<file path="config.mk">
export PLATFORM = sky130hd
export DESIGN_NAME = reorder_buffer_flat
export DESIGN_NICKNAME = d
export VERILOG_FILES = /design/src/rtl/reorder_buffer_pkg.sv /design/src/rtl/reorder_buffer_if.sv /design/src/rtl/reorder_buffer.sv /design/src/flat_wrapper.sv
export SDC_FILE = /design/constraint.sdc
export NUM_CORES = 2
export LEC_CHECK = 0
export BUFFER_PORTS_ARGS = -buffer_cell sky130_fd_sc_hd__buf_4
export CORE_MARGIN = 2
export CORE_UTILIZATION = 56
export CTS_BUF_LIST = sky130_fd_sc_hd__clkbuf_16
export DETAILED_ROUTE_END_ITERATION = 16
export PLACE_DENSITY_LB_ADDON = 0.3
export SLEW_MARGIN = 10
export SYNTH_ARGS = -nofsm -noshare
export SYNTH_HDL_FRONTEND = slang
export SYNTH_SLANG_ARGS = --single-unit
</file>
<file path="constraint.sdc">
create_clock -name clk_in -period 4 [get_ports clk_in]
set_input_delay 0.6 -clock clk_in [delete_from_list [all_inputs] [get_ports clk_in]]
set_output_delay 0.6 -clock clk_in [all_outputs]
set_load 0.03 [all_outputs]
</file>
<file path="src/rtl/reorder_buffer_pkg.sv">
// Shared types and constants for the reorder buffer: tag/pointer widths,
// per-entry payload layout and the registered retire/flush output bundle.
package reorder_buffer_pkg;

  localparam int DEPTH = 16;
  localparam int TAG_W = 5;
  localparam int PTR_W = TAG_W - 1;
  localparam int XLEN  = 32;
  localparam int REG_W = 5;

  typedef logic [TAG_W-1:0] tag_t;
  typedef logic [PTR_W-1:0] ptr_t;
  typedef logic [XLEN-1:0]  word_t;
  typedef logic [REG_W-1:0] reg_t;

  localparam tag_t TAG_NONE = '1;

  typedef struct packed {
    reg_t  rd;
    logic  is_br;
    logic  is_st;
    word_t val;
    word_t target;
  } rob_payload_t;

  typedef struct packed {
    logic  commit;
    reg_t  rd;
    word_t val;
    tag_t  rename;
    logic  store;
    logic  flush;
    word_t flush_pc;
  } retire_out_t;

  // Only tags below DEPTH name real entries; TAG_NONE and the upper half never do.
  function automatic logic tag_in_range(input tag_t t);
    return t < tag_t'(DEPTH);
  endfunction

endpackage

</file>
<file path="src/rtl/reorder_buffer_if.sv">
// Issue, writeback, operand-query and retire signals between the pipeline
// and the reorder buffer. The pipeline is the master, the ROB the slave.
interface reorder_buffer_if;
  import reorder_buffer_pkg::*;

  logic  issue;
  reg_t  issue_rd;
  logic  issue_is_br;
  logic  issue_is_st;
  logic  issue_ready;
  word_t issue_val;
  tag_t  issue_tag;
  logic  rob_full;

  logic  wb_valid;
  tag_t  wb_tag;
  word_t wb_val;
  logic  wb_mispred;
  word_t wb_target;

  tag_t  q1_tag, q2_tag;
  logic  q1_ready, q2_ready;
  word_t q1_val, q2_val;

  logic  commit;
  reg_t  commit_rd;
  word_t commit_val;
  tag_t  commit_rename;
  logic  commit_store;
  logic  flush_out;
  word_t flush_pc;

  modport master (
    output issue, issue_rd, issue_is_br, issue_is_st, issue_ready, issue_val,
    output wb_valid, wb_tag, wb_val, wb_mispred, wb_target, q1_tag, q2_tag,
    input  issue_tag, rob_full, q1_ready, q2_ready, q1_val, q2_val,
    input  commit, commit_rd, commit_val, commit_rename, commit_store, flush_out, flush_pc
  );

  modport slave (
    input  issue, issue_rd, issue_is_br, issue_is_st, issue_ready, issue_val,
    input  wb_valid, wb_tag, wb_val, wb_mispred, wb_target, q1_tag, q2_tag,
    output issue_tag, rob_full, q1_ready, q2_ready, q1_val, q2_val,
    output commit, commit_rd, commit_val, commit_rename, commit_store, flush_out, flush_pc
  );

endinterface

</file>
<file path="src/rtl/reorder_buffer.sv">
// Circular in-order reorder buffer: allocates at tail, completes from the CDB,
// retires one ready head per cycle and flushes when a mispredicted branch retires.
module reorder_buffer
  import reorder_buffer_pkg::*;
(
  input  logic clk_in,
  input  logic rst_in,
  input  logic rdy_in,
  reorder_buffer_if.slave rob
);

  ptr_t            head_q, head_d, tail_q, tail_d;
  tag_t            count_q, count_d;
  logic [DEPTH-1:0] busy_q, busy_d, ready_q, ready_d, mispred_q, mispred_d;
  retire_out_t     out_q, out_d;
  rob_payload_t    payload_q [DEPTH];

  logic  wb_valid;
  tag_t  wb_tag;
  word_t wb_val;
  ptr_t  wb_idx;
  logic  full, wb_hit, do_issue, do_retire, do_flush;

  assign wb_valid = rob.wb_valid;
  assign wb_tag   = rob.wb_tag;
  assign wb_val   = rob.wb_val;
  assign wb_idx   = wb_tag[PTR_W-1:0];

  assign full      = (count_q == tag_t'(DEPTH));
  assign wb_hit    = rdy_in && wb_valid && tag_in_range(wb_tag) && busy_q[wb_idx];
  assign do_issue  = rdy_in && rob.issue && !full;
  assign do_retire = rdy_in && (count_q != '0) && ready_q[head_q];
  assign do_flush  = do_retire && mispred_q[head_q];

  // NOTE: every always_comb target gets a default first so no path leaves it unassigned (no latch).
  always_comb begin
    head_d    = head_q;
    tail_d    = tail_q;
    busy_d    = busy_q;
    ready_d   = ready_q;
    mispred_d = mispred_q;
    out_d        = out_q;
    out_d.commit = 1'b0;
    out_d.store  = 1'b0;
    out_d.flush  = 1'b0;

    // Writeback lands before retire so a same-edge retire of that entry still frees it cleanly.
    if (wb_hit) begin
      ready_d[wb_idx]   = 1'b1;
      mispred_d[wb_idx] = rob.wb_mispred && payload_q[wb_idx].is_br;
    end

    if (do_retire) begin
      out_d.commit      = 1'b1;
      out_d.rd          = payload_q[head_q].rd;
      out_d.val         = payload_q[head_q].val;
      out_d.rename      = tag_t'(head_q);
      out_d.store       = payload_q[head_q].is_st;
      busy_d[head_q]    = 1'b0;
      ready_d[head_q]   = 1'b0;
      mispred_d[head_q] = 1'b0;
      head_d            = head_q + ptr_t'(1);
    end

    if (do_issue) begin
      busy_d[tail_q]    = 1'b1;
      ready_d[tail_q]   = rob.issue_ready;
      mispred_d[tail_q] = 1'b0;
      tail_d            = tail_q + ptr_t'(1);
    end

    count_d = count_q + tag_t'(do_issue) - tag_t'(do_retire);

    if (do_flush) begin
      out_d.flush    = 1'b1;
      out_d.flush_pc = payload_q[head_q].target;
      head_d    = '0;
      tail_d    = '0;
      count_d   = '0;
      busy_d    = '0;
      ready_d   = '0;
      mispred_d = '0;
    end
  end

  // NOTE: sequential state uses non-blocking assignments so every register samples pre-edge values.
  always_ff @(posedge clk_in or posedge rst_in) begin
    if (rst_in) begin
      head_q    <= '0;
      tail_q    <= '0;
      count_q   <= '0;
      busy_q    <= '0;
      ready_q   <= '0;
      mispred_q <= '0;
      out_q     <= '0;
    end else begin
      head_q    <= head_d;
      tail_q    <= tail_d;
      count_q   <= count_d;
      busy_q    <= busy_d;
      ready_q   <= ready_d;
      mispred_q <= mispred_d;
      out_q     <= out_d;
    end
  end

  // NOTE: payload storage is not reset; busy/ready gate every read, so stale contents are never visible.
  always_ff @(posedge clk_in) begin
    if (do_issue) begin
      payload_q[tail_q].rd    <= rob.issue_rd;
      payload_q[tail_q].is_br <= rob.issue_is_br;
      payload_q[tail_q].is_st <= rob.issue_is_st;
      payload_q[tail_q].val   <= rob.issue_val;
    end
    if (wb_hit) begin
      payload_q[wb_idx].val    <= wb_val;
      payload_q[wb_idx].target <= rob.wb_target;
    end
  end

  // Returns {ready, value}; a result on the CDB this cycle is forwarded ahead of storage.
  function automatic logic [XLEN:0] query(input tag_t t);
    ptr_t idx;
    idx = t[PTR_W-1:0];
    if (!tag_in_range(t))                 return '0;
    if (wb_valid && wb_tag == t)          return {1'b1, wb_val};
    if (busy_q[idx] && ready_q[idx])      return {1'b1, payload_q[idx].val};
    return '0;
  endfunction

  assign {rob.q1_ready, rob.q1_val} = query(rob.q1_tag);
  assign {rob.q2_ready, rob.q2_val} = query(rob.q2_tag);

  assign rob.issue_tag     = tag_t'(tail_q);
  assign rob.rob_full      = full;
  assign rob.commit        = out_q.commit;
  assign rob.commit_rd     = out_q.rd;
  assign rob.commit_val    = out_q.val;
  assign rob.commit_rename = out_q.rename;
  assign rob.commit_store  = out_q.store;
  assign rob.flush_out     = out_q.flush;
  assign rob.flush_pc      = out_q.flush_pc;

endmodule

</file>
<file path="src/flat_wrapper.sv">
// flat-port wrapper written by rule: the top's interface ports become plain ports
module reorder_buffer_flat import reorder_buffer_pkg::*;
  (clk_in, rst_in, rdy_in, rob_issue, rob_issue_rd, rob_issue_is_br, rob_issue_is_st, rob_issue_ready, rob_issue_val, rob_wb_valid, rob_wb_tag, rob_wb_val, rob_wb_mispred, rob_wb_target, rob_q1_tag, rob_q2_tag, rob_issue_tag, rob_rob_full, rob_q1_ready, rob_q2_ready, rob_q1_val, rob_q2_val, rob_commit, rob_commit_rd, rob_commit_val, rob_commit_rename, rob_commit_store, rob_flush_out, rob_flush_pc);
  reorder_buffer_if rob_i ();
  input  logic clk_in;
  input  logic rst_in;
  input  logic rdy_in;
  input wire logic [$bits(rob_i.issue)-1:0] rob_issue;
  input wire logic [$bits(rob_i.issue_rd)-1:0] rob_issue_rd;
  input wire logic [$bits(rob_i.issue_is_br)-1:0] rob_issue_is_br;
  input wire logic [$bits(rob_i.issue_is_st)-1:0] rob_issue_is_st;
  input wire logic [$bits(rob_i.issue_ready)-1:0] rob_issue_ready;
  input wire logic [$bits(rob_i.issue_val)-1:0] rob_issue_val;
  input wire logic [$bits(rob_i.wb_valid)-1:0] rob_wb_valid;
  input wire logic [$bits(rob_i.wb_tag)-1:0] rob_wb_tag;
  input wire logic [$bits(rob_i.wb_val)-1:0] rob_wb_val;
  input wire logic [$bits(rob_i.wb_mispred)-1:0] rob_wb_mispred;
  input wire logic [$bits(rob_i.wb_target)-1:0] rob_wb_target;
  input wire logic [$bits(rob_i.q1_tag)-1:0] rob_q1_tag;
  input wire logic [$bits(rob_i.q2_tag)-1:0] rob_q2_tag;
  output wire logic [$bits(rob_i.issue_tag)-1:0] rob_issue_tag;
  output wire logic [$bits(rob_i.rob_full)-1:0] rob_rob_full;
  output wire logic [$bits(rob_i.q1_ready)-1:0] rob_q1_ready;
  output wire logic [$bits(rob_i.q2_ready)-1:0] rob_q2_ready;
  output wire logic [$bits(rob_i.q1_val)-1:0] rob_q1_val;
  output wire logic [$bits(rob_i.q2_val)-1:0] rob_q2_val;
  output wire logic [$bits(rob_i.commit)-1:0] rob_commit;
  output wire logic [$bits(rob_i.commit_rd)-1:0] rob_commit_rd;
  output wire logic [$bits(rob_i.commit_val)-1:0] rob_commit_val;
  output wire logic [$bits(rob_i.commit_rename)-1:0] rob_commit_rename;
  output wire logic [$bits(rob_i.commit_store)-1:0] rob_commit_store;
  output wire logic [$bits(rob_i.flush_out)-1:0] rob_flush_out;
  output wire logic [$bits(rob_i.flush_pc)-1:0] rob_flush_pc;
  assign rob_i.issue = rob_issue;
  assign rob_i.issue_rd = rob_issue_rd;
  assign rob_i.issue_is_br = rob_issue_is_br;
  assign rob_i.issue_is_st = rob_issue_is_st;
  assign rob_i.issue_ready = rob_issue_ready;
  assign rob_i.issue_val = rob_issue_val;
  assign rob_i.wb_valid = rob_wb_valid;
  assign rob_i.wb_tag = rob_wb_tag;
  assign rob_i.wb_val = rob_wb_val;
  assign rob_i.wb_mispred = rob_wb_mispred;
  assign rob_i.wb_target = rob_wb_target;
  assign rob_i.q1_tag = rob_q1_tag;
  assign rob_i.q2_tag = rob_q2_tag;
  assign rob_issue_tag = rob_i.issue_tag;
  assign rob_rob_full = rob_i.rob_full;
  assign rob_q1_ready = rob_i.q1_ready;
  assign rob_q2_ready = rob_i.q2_ready;
  assign rob_q1_val = rob_i.q1_val;
  assign rob_q2_val = rob_i.q2_val;
  assign rob_commit = rob_i.commit;
  assign rob_commit_rd = rob_i.commit_rd;
  assign rob_commit_val = rob_i.commit_val;
  assign rob_commit_rename = rob_i.commit_rename;
  assign rob_commit_store = rob_i.commit_store;
  assign rob_flush_out = rob_i.flush_out;
  assign rob_flush_pc = rob_i.flush_pc;
  reorder_buffer u_core (.clk_in(clk_in), .rst_in(rst_in), .rdy_in(rdy_in), .rob(rob_i));
endmodule
</file>
# --- Word level (Yosys, flattened, before mapping) ---
# Memories as Yosys holds them, arrays and structs flattened.
# Cells that the tools add are included.
classes:
  n_addsub: 4
  magnitude_cmp: 11
  n_eq_ne: 3
  n_mux: 66
  bitwise: 8
  reduce_logical: 20
ops:
  columns: ["cell", "n"]
  rows:
  - ["two-way mux 33 bit", 13]
  - ["two-way mux 16 bit", 11]
  - ["bitwise AND 16 bit", 4]
  - ["two-way mux 44 bit", 1]
  - ["bitwise mux 16 bit", 2]
  - ["inverter 16 bit", 2]
  - ["OR 16 bit", 2]
  - ["binary-select mux 1 bit (select 4 bit)", 7]
  - ["< comparator 4 x 5 -> 1 bit (second input constant)", 5]
  - ["two-way mux 1 bit", 24]
  - ["logical AND 1 bit", 16]
  - ["two-way mux 4 bit", 4]
  - ["< comparator 5 bit (second input constant)", 3]
  - ["demux 1 bit (select 4 bit)", 3]
  - ["greater-or-equal comparator 4 x 1 -> 1 bit (second input constant)", 3]
  - ["equality test 5 bit", 2]
  - ["adder 4 x 1 -> 4 bit (second input constant)", 2]
  - ["adder 5 x 1 -> 5 bit", 1]
  - ["equality test 5 bit (second input constant)", 1]
  - ["two-way mux 5 bit", 1]
  - ["nonzero test 5 bit", 1]
  - ["subtractor 5 x 1 -> 5 bit", 1]
  - ["nonzero test 2 bit", 2]
  - ["zero test 1 bit", 1]
word_totals:
  register_bits: 137
  mem_bits_rw: 1136
  in_bits: 125
  output_inout_bits: 149
  elab_cells: 126
  n_memories: 1
memory_table:
  columns: ["memory", "words", "width", "rd", "rd_clocked_by_memory_dff", "write_ports", "line", "text"]
  rows:
  - ["u_core.payload_q", 16, 71, 4, 0, 2, "reorder_buffer.sv:16", "rob_payload_t payload_q [DEPTH];"]

# --- Depth between registers and ports, before layout ---
logic_depth:
  depth_word: 11
  depth_mapped: 20
  depth_no_buf: 17

# --- Worst setup path after synthesis ---
# No wires, ideal clock.
synth_timing:
  path_type: "input-to-reg"
  from: "input rob_wb_tag[2]"
  to: "memory u_core.payload_q[0][32] (netlist bit) (enable)"
  setup_ps: 375
  arrival_ps: 3516
  required_ps: 3625
  path_slack_ps: 109
  cell_stages: 7
  cell_sequence: "buf_2 -> buf_4 -> nor4_1 -> and3_1 -> clkbuf_1 -> buf_1 -> or2_2"
synth_rtl:
  columns: ["item", "line", "text"]
  rows:
  - ["start, declared", "flat_wrapper.sv:15", "input wire logic [$bits(rob_i.wb_tag)-1:0] rob_wb_tag;"]
  - ["end, declared", "reorder_buffer.sv:16", null]

# --- Worst setup path in the final report ---
layout_timing:
  from: "input rob_wb_tag[3]"
  to: "output rob_q2_val[30]"
layout_via:
  elab_chain_len: 7
  elab_cells_between_ends: 9
  cone_classes: "eq/ne: 1; mux: 7; reduce/logical: 1"
layout_rtl:
  columns: ["item", "line", "text"]
  rows:
  - ["equality test 5 bit (*)", "reorder_buffer.sv:126", "if (wb_valid && wb_tag == t) return {1'b1, wb_val};"]
  - ["logical AND 1 bit (*)", "reorder_buffer.sv:126", null]
  - ["two-way mux 33 bit", "reorder_buffer.sv:126", null]
  - ["two-way mux 33 bit", "reorder_buffer.sv:127", "if (busy_q[idx] && ready_q[idx]) return {1'b1, payload_q[idx].val};"]
  - ["two-way mux 33 bit", "reorder_buffer.sv:128", "return '0;"]
  - ["two-way mux 33 bit (*)", "reorder_buffer.sv:127", null]
  - ["two-way mux 33 bit (*)", "reorder_buffer.sv:126", null]
  - ["end, declared", "flat_wrapper.sv:26", "output wire logic [$bits(rob_i.q2_val)-1:0] rob_q2_val;"]
# Every way passes the cells marked *; elsewhere a longest branch is shown, timed or not. The select of a mux whose other input is x is not followed.

==> run_results.csv <==
group,metric,value,unit
setup_path,rr_worst_depth,17,
die,die_w,341,µm
synth,synth_edf_count,1136,
route,routed_wirelength,207000,µm
setup_path,critPathLaunch,"rob_wb_tag[3]",
route,via_per_inst,7.66,
die,dieArea,0.116,mm²
job,cap_violations,0,
timing,hold_violations,0,
synth,ys_seq_elements,1273,
die,die_h,341,µm
final_layout,areaGrowthSynthToFinish,12.8,%
global_routing,grt_pass1_wl,293000,µm
power_and_ir_drop,sw_frac_of_total,30.8,%
synth,yosys.area.top_type,"edfxtp_1",
timing,clock.fmax,262,MHz
global_routing,grt_pass1_vias,41205,
clock_tree,insertion_delay,0.77,ns
setup_path,worst_ep_required_time,3.40,ns
synth,netlist_top_cells_area,"edfxtp_1, mux4_2, a22o_1",
setup_path,reg2reg_to,"u_core.count_q[4]",
global_routing,grtUsageTotal,35.6,%
setup_path,cp_max_fo,20,
timing,finClkSkew,0.0246,ns
clock_tree,cts_buffers,137,
hold_path,hold_depth,1,
route,wl_per_cell,38.4,µm
power_and_ir_drop,internal_power,27.9,mW
die,initial_utilization,56.5,%
route,routed-via-count,41318,
global_routing,grt_max_degree,151,
final_layout,fin_cells,5392,
power_and_ir_drop,leakage,24.9,nW
synth,synth.avg_cell_area,17.3,µm²
placement,dpl.hpwl,111000,µm
power_and_ir_drop,vdd_drop_max,604,µV
synth,syn_inst,3682,
setup_path,worst-r2r-setup-slack,0.40,ns
final_layout,final_core_util,63.8,%
route,drc,0,
synth,synthArstFlopShare,10.8,%
route,drtPass1Iterations,6,
power_and_ir_drop,power_density,562,mW/mm²
timing,tightest_slew,1.37,ns
clock_tree,clk_pin_slew,0.06,ns
timing,final.setup.tns,0,ns
setup_path,cp-end-kind,"output port",
clock_tree,cts.sinks,1273,
die,rows,123,
timing,rsz0062_at_grt,"false",
placement,gp_congestion,0.905,
synth,ys.flop_type,"edfxtp_1",
die,coreArea,0.112,mm²
final_layout,nFillCells,7673,
synth,synth.distinct_cells,60,
clock_tree,root_buffer,"clkbuf_16",
global_routing,gr-total-overflow,0,
power_and_ir_drop,power_frac_seq,40.0,%
power_and_ir_drop,power.total,40.3,mW
route,first_iter_violations,6240,
route,postRouteAntennaNets,0,
timing,slew_violations,0,
setup_path,arrival,3.21,ns
clock_tree,ctsLongestPathBuffers,3,
hold_path,min_path_type,"input pin to flop",
clock_tree,cts_tree,"built",
timing,post-route-min-period,3.81,ns
setup_path,cp-endpoint,"rob_q2_val[30]",
power_and_ir_drop,p_switching,12.4,mW
final_layout,fin_nets,3909,
outcome,status,"complete, no violations",
global_routing,grt_antenna_before_repair,23,
setup_path,path_class,"input pin to output port",
final_layout,drive_above_1_share,34.9,%
placement,place_inst,5129,
power_and_ir_drop,combinationalPowerShare,28.5,%
placement,port_buffers,271,
synth,synth-seq-area-share,59.0,%
die,io_pins,274,
timing,fin_crit_sh,95.2,%
clock_tree,h-tree-depth,4,
setup_path,critPathLaunchType,"input pin",
synth,yosys_warnings,0,
synth,syn-cell-area,0.0636,mm²
timing,slew-limit-headroom,8.23,%
setup_path,worstReg2RegStart,"u_core.count_q[3]",
power_and_ir_drop,pwr-share-clk,31.5,%
synth,synth_top_area_share,53.6,%
timing,setup_viol,0,
layout by cell type (no fill, tap or decap), types with 7 or more instances in the layout:
master / netlist / final
a2111oi_0: 13 / 13
a21oi_1: 40 / 38
a22o_1: 509 / 509
a32oi_1: 64 / 64
and2_1: 10 / 10
and3_4: 0 / 16
buf_12: 1 / 24
buf_4: 8 / 378
bufinv_16: 0 / 11
clkbuf_16: 0 / 139
clkinv_1: 0 / 28
clkinv_2: 0 / 22
dfrtp_1: 137 / 134
diode_2: 0 / 10
edfxtp_1: 1136 / 1136
ha_1: 14 / 14
inv_1: 33 / 62
mux2_2: 65 / 65
mux2_4: 10 / 10
mux2i_1: 79 / 79
mux4_2: 613 / 613
nand2_1: 182 / 180
nand3_1: 42 / 42
nand4_1: 7 / 7
nor2_1: 58 / 42
nor2_4: 0 / 16
nor2b_1: 9 / 9
o211a_1: 64 / 64
o211ai_1: 22 / 22
o21ai_0: 12 / 12
or2_2: 16 / 16
xor2_1: 12 / 12
power by group through the flow:
| stage | combinational [mW] | clock, mW | sequential [mW] |
|---|---|---|---|
| after detailed placement | 11.3 | 0 | 16.4 |
| after CTS | 11.4 | 12.8 | 16.1 |
| after global routing | 12.0 | 13.3 | 16.2 |
| after floorplan | 7.78 | 0 | 16.6 |
| after global placement | 11.2 | 0 | 16.3 |
| final | 11.5 | 12.7 | 16.1 |
synth_stat cells (all sizes together) (4+ instances only):
cell type	n
inv	35
o211ai	23
a32oi	64
clkbuf	255
or2	16
mux2	75
edfxtp	1136
and2	10
nand3	42
a22o	509
nor3	6
nand4	7
xnor2	4
mux2i	79
o21ai	12
and3	22
nor2b	9
mux4	614
dfrtp	137
nand2	182
nor4	5
ha	14
a21oi	40
nor2	58
a2111oi	13
xor2	12
o211a	64
buf	205
worst min path at each step:
| stage | from | endpoint | slack, ns |
|---|---|---|---|
| final | rob_wb_target[1] | u_core.payload_q[0][1] | 0.11 |
| after CTS | rob_wb_target[6] | u_core.payload_q[10][6] | 0.08 |
| after detailed placement | u_core.rob.commit_rename[2] | u_core.rob.commit_rename[2] | 0.49 |
| after floorplan | u_core.busy_q[8] | u_core.busy_q[8] | 0.49 |
| after global routing | rob_wb_target[14] | u_core.payload_q[14][14] | 0.11 |
| after global placement | u_core.rob.commit_rd[4] | u_core.rob.commit_rd[4] | 0.49 |
worst max-delay path, stage by stage:
cell and delay, ns:
buf_4 0.18, xor2_1 0.16, nor4_1 0.07, buf_4 0.16, a21oi_4 1.05, buf_4 0.37, a32oi_1 0.11, o211a_1 0.27
buf_4 0.22
layout make-up:
cell class	instances	area, µm²	share of cell area, %
flip-flops and latches	1273	37600	52.4
multi-input cells	1915	24200	33.8
clock buffers	139	3480	4.85
repair buffers	407	3380	4.71
well taps	1500	1880	2.62
clock inverters	113	1020	1.43
inverters	35	145	0.202
diodes	10	25.0	0.0349
state kept, by name, indices dropped and copies added (netlist names):
signal                    count
u_core.rob.commit_store       1
u_core.rob.commit_rd          5
u_core.rob.flush_pc          32
u_core.rob.commit_val        32
u_core.rob.commit             1
u_core.count_q                5
u_core.mispred_q             16
u_core.payload_q           1136
u_core.busy_q                16
u_core.head_q                 4
u_core.ready_q               16
u_core.rob.commit_rename      4
u_core.tail_q                 4
u_core.rob.flush_out          1
kinds of logic after synthesis:
kind of cell	count (synthesis)	synth area share [%]
flip-flops	1273	59.0
adder cells (fa/ha/maj)	15	0.307
XOR/XNOR	16	0.220
multiplexers	768	24.4
AO/OA/AOI/OAI	745	10.1
buffers and inverters	495	3.31
other	1	0.00590
AND/OR/NAND/NOR	369	2.63
through the flow:
stage               hold WS [ns]  instance area, µm²  setup WS, ns
floorplan                  0.489               63600         0.109
global route               0.109               71700         0.136
global placement           0.491               67200         0.450
detailed placement         0.491               67200         0.417
CTS                       0.0769               71700         0.258
finish                     0.112               71700         0.190
layer usage:
layer | GRT usage [%] | wire, µm
met3 | 12.0 | 30100
met4 | 19.2 | 12400
met1 | 45.7 | 69000
met5 | 0 | 206
met2 | 54.1 | 95500
repair_timing:
action / 4_1_cts / 5_1_grt
setup buffers: 0 / 0
hold buffers: 1 / 0
endpoints found under the hold margin: 3 / 0
gates resized for setup: 0 / 0
Power figures use the tool's default switching activity.
